$ cat config.mk
export PLATFORM = sky130hd
export DESIGN_NAME = arena_port_arbiter
export DESIGN_NICKNAME = d
export VERILOG_FILES = /design/src/rtl/arena_arb_pkg.sv /design/src/rtl/arb_starve_counter.sv /design/src/rtl/arena_port_arbiter.sv
export SDC_FILE = /design/constraint.sdc
export NUM_CORES = 1
export LEC_CHECK = 0
export CAP_MARGIN = 20
export CORE_MARGIN = 3
export CORE_UTILIZATION = 34
export DETAILED_ROUTE_END_ITERATION = 10
export HOLD_SLACK_MARGIN = 0.05
export PLACE_DENSITY_LB_ADDON = 0.3
export SLEW_MARGIN = 20
export SYNTH_ARGS = -nofsm -noshare
export SYNTH_HDL_FRONTEND = slang
export SYNTH_HIERARCHICAL = 1
export SYNTH_SLANG_ARGS = --single-unit
$ cat constraint.sdc
create_clock -name clock -period 3.4 [get_ports clock]
set_input_delay 0.68 -clock clock [delete_from_list [all_inputs] [get_ports clock]]
set_output_delay 0.68 -clock clock [all_outputs]
set_load 0.005 [all_outputs]
$ cat src/rtl/arena_arb_pkg.sv
// Shared types and default widths for the ArenaRAM port arbiter.
package arena_arb_pkg;

  localparam int ARENA_ADDR_W = 10;
  localparam int ARENA_DATA_W = 32;
  localparam int ARENA_LEN_W  = 6;

  // Burst fetcher phases.
  typedef enum logic [1:0] {
    ST_IDLE  = 2'd0,
    ST_BURST = 2'd1,
    ST_DRAIN = 2'd2
  } arbState;

  // Who owned the RAM port on the cycle just issued.
  typedef enum logic [1:0] {
    OWN_NONE = 2'd0,
    OWN_CPU  = 2'd1,
    OWN_VID  = 2'd2
  } arbOwner;

endpackage

$ cat src/rtl/arb_starve_counter.sv
// Saturating count of consecutive cycles the video fetcher lost the port.
// forceGrant rises once the count reaches MAX_WAIT.
module arb_starve_counter
  import arena_arb_pkg::*;
#(
  parameter int MAX_WAIT = 4
) (
  input  logic clock,
  input  logic reset,
  input  logic inc,
  input  logic clr,
  output logic forceGrant
);

  localparam int CNT_W = (MAX_WAIT < 1) ? 1 : $clog2(MAX_WAIT + 1);
  localparam logic [CNT_W-1:0] CNT_MAX = CNT_W'(MAX_WAIT);

  logic [CNT_W-1:0] waitCnt;

  // Clear wins over increment; the count holds once saturated.
  always_ff @(posedge clock or posedge reset) begin
    if (reset) begin
      waitCnt <= '0;
    end else if (clr) begin
      waitCnt <= '0;
    end else if (inc && (waitCnt != CNT_MAX)) begin
      waitCnt <= waitCnt + 1'b1;
    end
  end

  assign forceGrant = (waitCnt == CNT_MAX);

endmodule

$ cat src/rtl/arena_port_arbiter.sv
// Shares the single synchronous-read ArenaRAM port between the CPU data path
// and the video burst fetcher. CPU has priority; the starvation counter forces
// one video grant after MAX_WAIT consecutive losses.
//
// CPU handshake: cpu_req acts as valid and ~cpu_stall as ready. A request is
// accepted in a cycle where cpu_req=1 and cpu_stall=0; while cpu_stall=1 the
// CPU must hold cpu_req/cpu_we/cpu_addr/cpu_wdata stable. An accepted read
// returns cpu_rdata with cpu_rvalid exactly one cycle later.
module arena_port_arbiter
  import arena_arb_pkg::*;
#(
  parameter int ADDR_W   = ARENA_ADDR_W,
  parameter int DATA_W   = ARENA_DATA_W,
  parameter int LEN_W    = ARENA_LEN_W,
  parameter int MAX_WAIT = 4
) (
  input  logic              clock,
  input  logic              reset,
  input  logic              cpu_req,
  input  logic              cpu_we,
  input  logic [ADDR_W-1:0] cpu_addr,
  input  logic [DATA_W-1:0] cpu_wdata,
  output logic              cpu_stall,
  output logic [DATA_W-1:0] cpu_rdata,
  output logic              cpu_rvalid,
  input  logic              vid_start,
  input  logic [ADDR_W-1:0] vid_base,
  input  logic [LEN_W-1:0]  vid_len,
  output logic              vid_busy,
  output logic [DATA_W-1:0] vid_rdata,
  output logic              vid_valid,
  output logic [LEN_W-1:0]  vid_idx,
  output logic              vid_done,
  output logic              ram_we,
  output logic [ADDR_W-1:0] ram_addr,
  output logic [DATA_W-1:0] ram_wdata,
  input  logic [DATA_W-1:0] ram_rdata,
  output arbState           dbgState
);

  arbState           state, stateNext;
  logic [ADDR_W-1:0] burstBase;
  logic [LEN_W-1:0]  burstLen;
  logic [LEN_W-1:0]  issued;
  logic [ADDR_W-1:0] burstAddr;
  logic              vidGrant, cpuGrant, forceGrant;
  logic              startAccept, lastIssue;
  logic              vidDone;
  arbOwner           tagOwner;
  logic              tagWrite;
  logic [LEN_W-1:0]  tagIdx;

  assign vid_busy    = (state != ST_IDLE) | vidDone;
  assign startAccept = vid_start & (vid_len != '0) & ~vid_busy;
  assign lastIssue   = vidGrant & (issued == (burstLen - 1'b1));
  assign burstAddr   = burstBase + ADDR_W'(issued);

  // Port grant and RAM mux; reset forces every combinational output low.
  always_comb begin
    vidGrant  = 1'b0;
    cpuGrant  = 1'b0;
    ram_we    = 1'b0;
    ram_addr  = '0;
    ram_wdata = '0;
    if (!reset) begin
      vidGrant = (state == ST_BURST) & (~cpu_req | forceGrant);
      cpuGrant = cpu_req & ~vidGrant;
    end
    if (vidGrant) begin
      ram_addr = burstAddr;
    end else if (cpuGrant) begin
      ram_we    = cpu_we;
      ram_addr  = cpu_addr;
      ram_wdata = cpu_wdata;
    end
  end

  // Next-state logic for the burst fetcher.
  always_comb begin
    stateNext = state;
    case (state)
      ST_IDLE:  if (startAccept) stateNext = ST_BURST;
      ST_BURST: if (lastIssue) stateNext = ST_DRAIN;
      ST_DRAIN: stateNext = ST_IDLE;
      default:  stateNext = ST_IDLE;
    endcase
  end

  // State register.
  always_ff @(posedge clock or posedge reset) begin
    if (reset) state <= ST_IDLE;
    else       state <= stateNext;
  end

  // Burst parameters are captured on an accepted start; issued counts grants.
  always_ff @(posedge clock or posedge reset) begin
    if (reset) begin
      burstBase <= '0;
      burstLen  <= '0;
      issued    <= '0;
    end else if (startAccept) begin
      burstBase <= vid_base;
      burstLen  <= vid_len;
      issued    <= '0;
    end else if (vidGrant) begin
      issued <= issued + 1'b1;
    end
  end

  // vid_done pulses on the cycle after DRAIN, once the last read is back.
  always_ff @(posedge clock or posedge reset) begin
    if (reset) vidDone <= 1'b0;
    else       vidDone <= (state == ST_DRAIN);
  end

  // One-deep return tag for the access issued this cycle.
  always_ff @(posedge clock or posedge reset) begin
    if (reset) begin
      tagOwner <= OWN_NONE;
      tagWrite <= 1'b0;
      tagIdx   <= '0;
    end else begin
      tagOwner <= vidGrant ? OWN_VID : (cpuGrant ? OWN_CPU : OWN_NONE);
      tagWrite <= cpuGrant & cpu_we;
      tagIdx   <= vidGrant ? issued : '0;
    end
  end

  arb_starve_counter #(.MAX_WAIT(MAX_WAIT)) uStarve (
    .clock      (clock),
    .reset      (reset),
    .inc        ((state == ST_BURST) & cpu_req & ~vidGrant),
    .clr        (vidGrant | (state != ST_BURST)),
    .forceGrant (forceGrant)
  );

  assign cpu_stall  = cpu_req & ~cpuGrant & ~reset;
  assign cpu_rvalid = (tagOwner == OWN_CPU) & ~tagWrite;
  assign cpu_rdata  = cpu_rvalid ? ram_rdata : '0;
  assign vid_valid  = (tagOwner == OWN_VID);
  assign vid_rdata  = vid_valid ? ram_rdata : '0;
  assign vid_idx    = vid_valid ? tagIdx : '0;
  assign vid_done   = vidDone;
  assign dbgState   = state;

endmodule

==> impl_metrics.csv <==
group,metric,value,unit
clock_network,path_clk_slew,0.08,ns
pwr,irDropWorstVdd,0.246,mV
job,maxCapViolations,0,
route,wl_met2,4930,µm
route,wl_per_cell,14.9,µm
die,num_io_pins,215,
synthesis,synth_top_cell_by_area,"dfrtp_1",
setup_path,r2r_start,"uStarve/waitCnt[0]$_DFFE_PP0P_",
synthesis,synth_seq_cells,37,
setup_path,cp-end-kind,"output pin",
run_status,status,"complete, no violations",
timing,setup_viol,0,
finish,final_core_util,66.0,%
setup_path,max_stage_delay,0.53,ns
global_route,antenna_found_initial,0,
synthesis,yosysWarnings,6,
timing,worst_slew_pin_slew,0.521,ns
synthesis,synth_top_area_share,32.6,%
route,routed.top_layer,"met4",
clock_network,cts_tree,"built",
timing,rsz0062_at_grt,"yes",
die,fp.dieW,97.3,µm
die,die-area,0.00947,mm²
pwr,p_leak,2.19,nW
setup_path,cp-start-kind,"flop",
setup_path,crit_fanout,3,
route,wl_met1,3730,µm
route,drtIter0Drc,85,
setup_path,startpoint,"burstBase[0]$_DFFE_PP0N_",
finish,diodes,0,
min_path,hp-start,"dbgState[0]$_DFFE_PP0P_",
place,place.gp.congestion,0.911,
place,place_area,0.00511,mm²
route,antenna_left,0,
synthesis,syn_nets,426,
synthesis,async_reset_ff_share,100,%
route,drt-total-wl,9470,µm
synthesis,yosys_most_used_dff,"dfrtp_1",
timing,timing.hold.ws,0.534,ns
timing,max_freq,0.301,GHz
route,vias_per_cell,4.65,
die,core,0.00793,mm²
timing,fin_crit,3.32,ns
route,vias,2959,
setup_path,crit_chain,"ha_1 -> fa_1 -> a21oi_2 -> o21ai_0 -> a21oi_1 -> xor2_1 -> o21ai_0 -> clkdlybuf4s50_1",
synthesis,synth-edff-count,0,
place,port_buffers,214,
synthesis,seq_area_frac_synth,32.6,%
clock_network,hold_buffers,0,
global_route,grt_pass1_wl,15500,µm
pwr,power.density,483,mW/mm²
synthesis,ys_types,39,
timing,relSlewSlack,65.2,%
timing,final_max_slew_viol_count,0,
min_path,hold_class,"flop to flop",
setup_path,cp_slowest_cell,"clkdlybuf4s50_1",
clock_network,cts_sinks,37,
clock_network,numCtsBuffers,5,
setup_path,worst_ep_required_time,2.72,ns
global_route,grt_pass1_vias,3050,
route,drc_errors,0,
clock_network,clockBufferDepth,2,
clock_network,postCtsSetupBuffers,0,
timing,clock_skew,0.00600,ns
finish,final_layout_size_suffix_gt1_share,7.85,%
synthesis,yosys-top-cells-area,"dfrtp_1 33%, and2_1 24%, mux2_4 5.3%",
setup_path,timing_worst_setup_path_type,"flop to output pin",
place,post-dp-hpwl,7760,µm
global_route,grt_max_degree,35,
timing,fin_tns_setup,0,ns
place,placed_cells,629,
clock_network,cts_root_buf,"clkbuf_8",
clock_network,htreeDepth,2,
finish,layout-area-overhead-vs-synth,84.5,%
synthesis,avgSynthCellArea,8.86,µm²
finish,fin_area,0.00523,mm²
finish,nets,640,
timing,hold_viol,0,
clock_network,insertion_delay,0.29,ns
route,met3_length,635,µm
timing,fin_crit_sh,97.7,%
route,first_pass_iters,3,
die,rows,32,
global_route,gr-total-overflow,0,
setup_path,crit_arrival,2.64,ns
synthesis,synth.cell_area,0.00284,mm²
synthesis,syn_inst,320,
global_route,track_usage,20.0,%
die,start_util,35.8,%
finish,instances_no_fill,637,
die,fp.dieH,97.3,µm
setup_path,cpMostUsedCell,"o21ai_0",
## worst max-delay path: cells and delay by family, from the launching register on
kind,cells,cell delay (ns)
adder cells (fa/ha/maj),2,0.70
AO/OA/AOI/OAI,4,0.65
XOR/XNOR,1,0.08
flip-flops,1,0.40
buffers and inverters,1,0.53
## path summary, 6_finish.rpt
path / cells after the start / slack (ns) / to
min reg2reg: 1 / 0.53 / vid_done$_DFF_PP0_
max: 8 / 0.08 / ram_addr[6]
min: 1 / 0.53 / vid_done$_DFF_PP0_
max reg2reg: 10 / 1.01 / uStarve/waitCnt[0]$_DFFE_PP0P_
min in group asynchronous: 2 / 0.64 / uStarve/waitCnt[2]$_DFFE_PP0P_
max in group asynchronous: 3 / 2.17 / burstBase[1]$_DFFE_PP0N_
## cell type report
class	instances	area, µm²
multi-input combinational	258	1820
clock inverter	1	30.0
timing repair buffer	223	2210
inverter	9	35.0
tap	102	128
sequential	37	926
fill	647	2700
clock buffer	7	86.3
## cell usage after synthesis, types with 4 or more instances
library cell and count:
xnor2_1 5, nand4_1 4, a21oi_1 8, mux2_2 5, nor2_1 12, dfrtp_1 37
clkbuf_1 14, xor2_1 14, mux2_4 10, nand2_1 21, o21ai_0 15, ha_1 10
inv_1 8, and2_1 111, nor2b_1 5, nor3_1 5
## metal layers
| metal | vias up | global-route usage (%) |
|---|---|---|
| met1 | 1335 | 22.7 |
| met3 | 13 | 4.09 |
| met5 | - | 0 |
| met2 | 135 | 37.3 |
| li1 | 1476 | - |
| met4 | 0 | 6.28 |
## placed cells by master (no fill, tap or decap), types with 2 or more instances in the layout
cell | netlist | layout
nor3b_1 | 3 | 2
a21oi_2 | 0 | 2
clkdlybuf4s50_1 | 0 | 214
clkbuf_8 | 0 | 6
o21ai_0 | 15 | 14
nand2b_1 | 3 | 3
mux2i_1 | 3 | 3
buf_4 | 0 | 9
xor2_1 | 14 | 14
xnor2_1 | 5 | 5
a211oi_1 | 3 | 3
ha_1 | 10 | 10
nand4_1 | 4 | 4
nor2_1 | 12 | 12
a21oi_1 | 8 | 6
and3_1 | 2 | 2
inv_1 | 8 | 8
dfrtp_1 | 37 | 37
and2_1 | 111 | 111
nand2_1 | 21 | 21
mux2_2 | 5 | 5
mux2_4 | 10 | 10
nor2b_1 | 5 | 4
a22o_1 | 2 | 2
nand3_1 | 3 | 3
nor3_2 | 2 | 2
nor3_1 | 5 | 5
## logic make-up after synthesis
group	Yosys count	synth area share, %
buffers and inverters	25	3.79
XOR/XNOR	19	5.87
AO/OA/AOI/OAI	33	7.19
AND/OR/NAND/NOR	177	37.1
multiplexers	18	8.34
adder cells (fa/ha/maj)	11	5.12
flip-flops	37	32.6
## power breakdown
group	leakage (nW)	total, mW	internal [mW]	switching [mW]
Sequential	0.471	0.745	0.588	0.157
Clock	0.0585	0.396	0.239	0.156
Combinational	1.66	1.39	0.806	0.583
Total	2.19	2.53	1.63	0.896
## state kept, by name, indices dropped and copies added, names as in the netlist
signal	count
tagIdx	6
issued	6
vid_done	1
uStarve/waitCnt	3
tagOwner	2
dbgState	2
burstBase	10
burstLen	6
tagWrite	1
## per-stage QoR
step	setup slack [ns]	power, mW
finish	0.0787	2.53
global route	-0.0617	2.73
CTS	0.0646	2.54
detailed placement	0.161	2.14
global placement	0.172	2.08
floorplan	0.374	1.55
## repair_timing
action | 4_1_cts | 5_1_grt
endpoints found under the setup margin | 0 | 5
gates resized for setup | 0 | 2
endpoints found under the hold margin | 0 | 0
(Power assumes the default switching activity.)
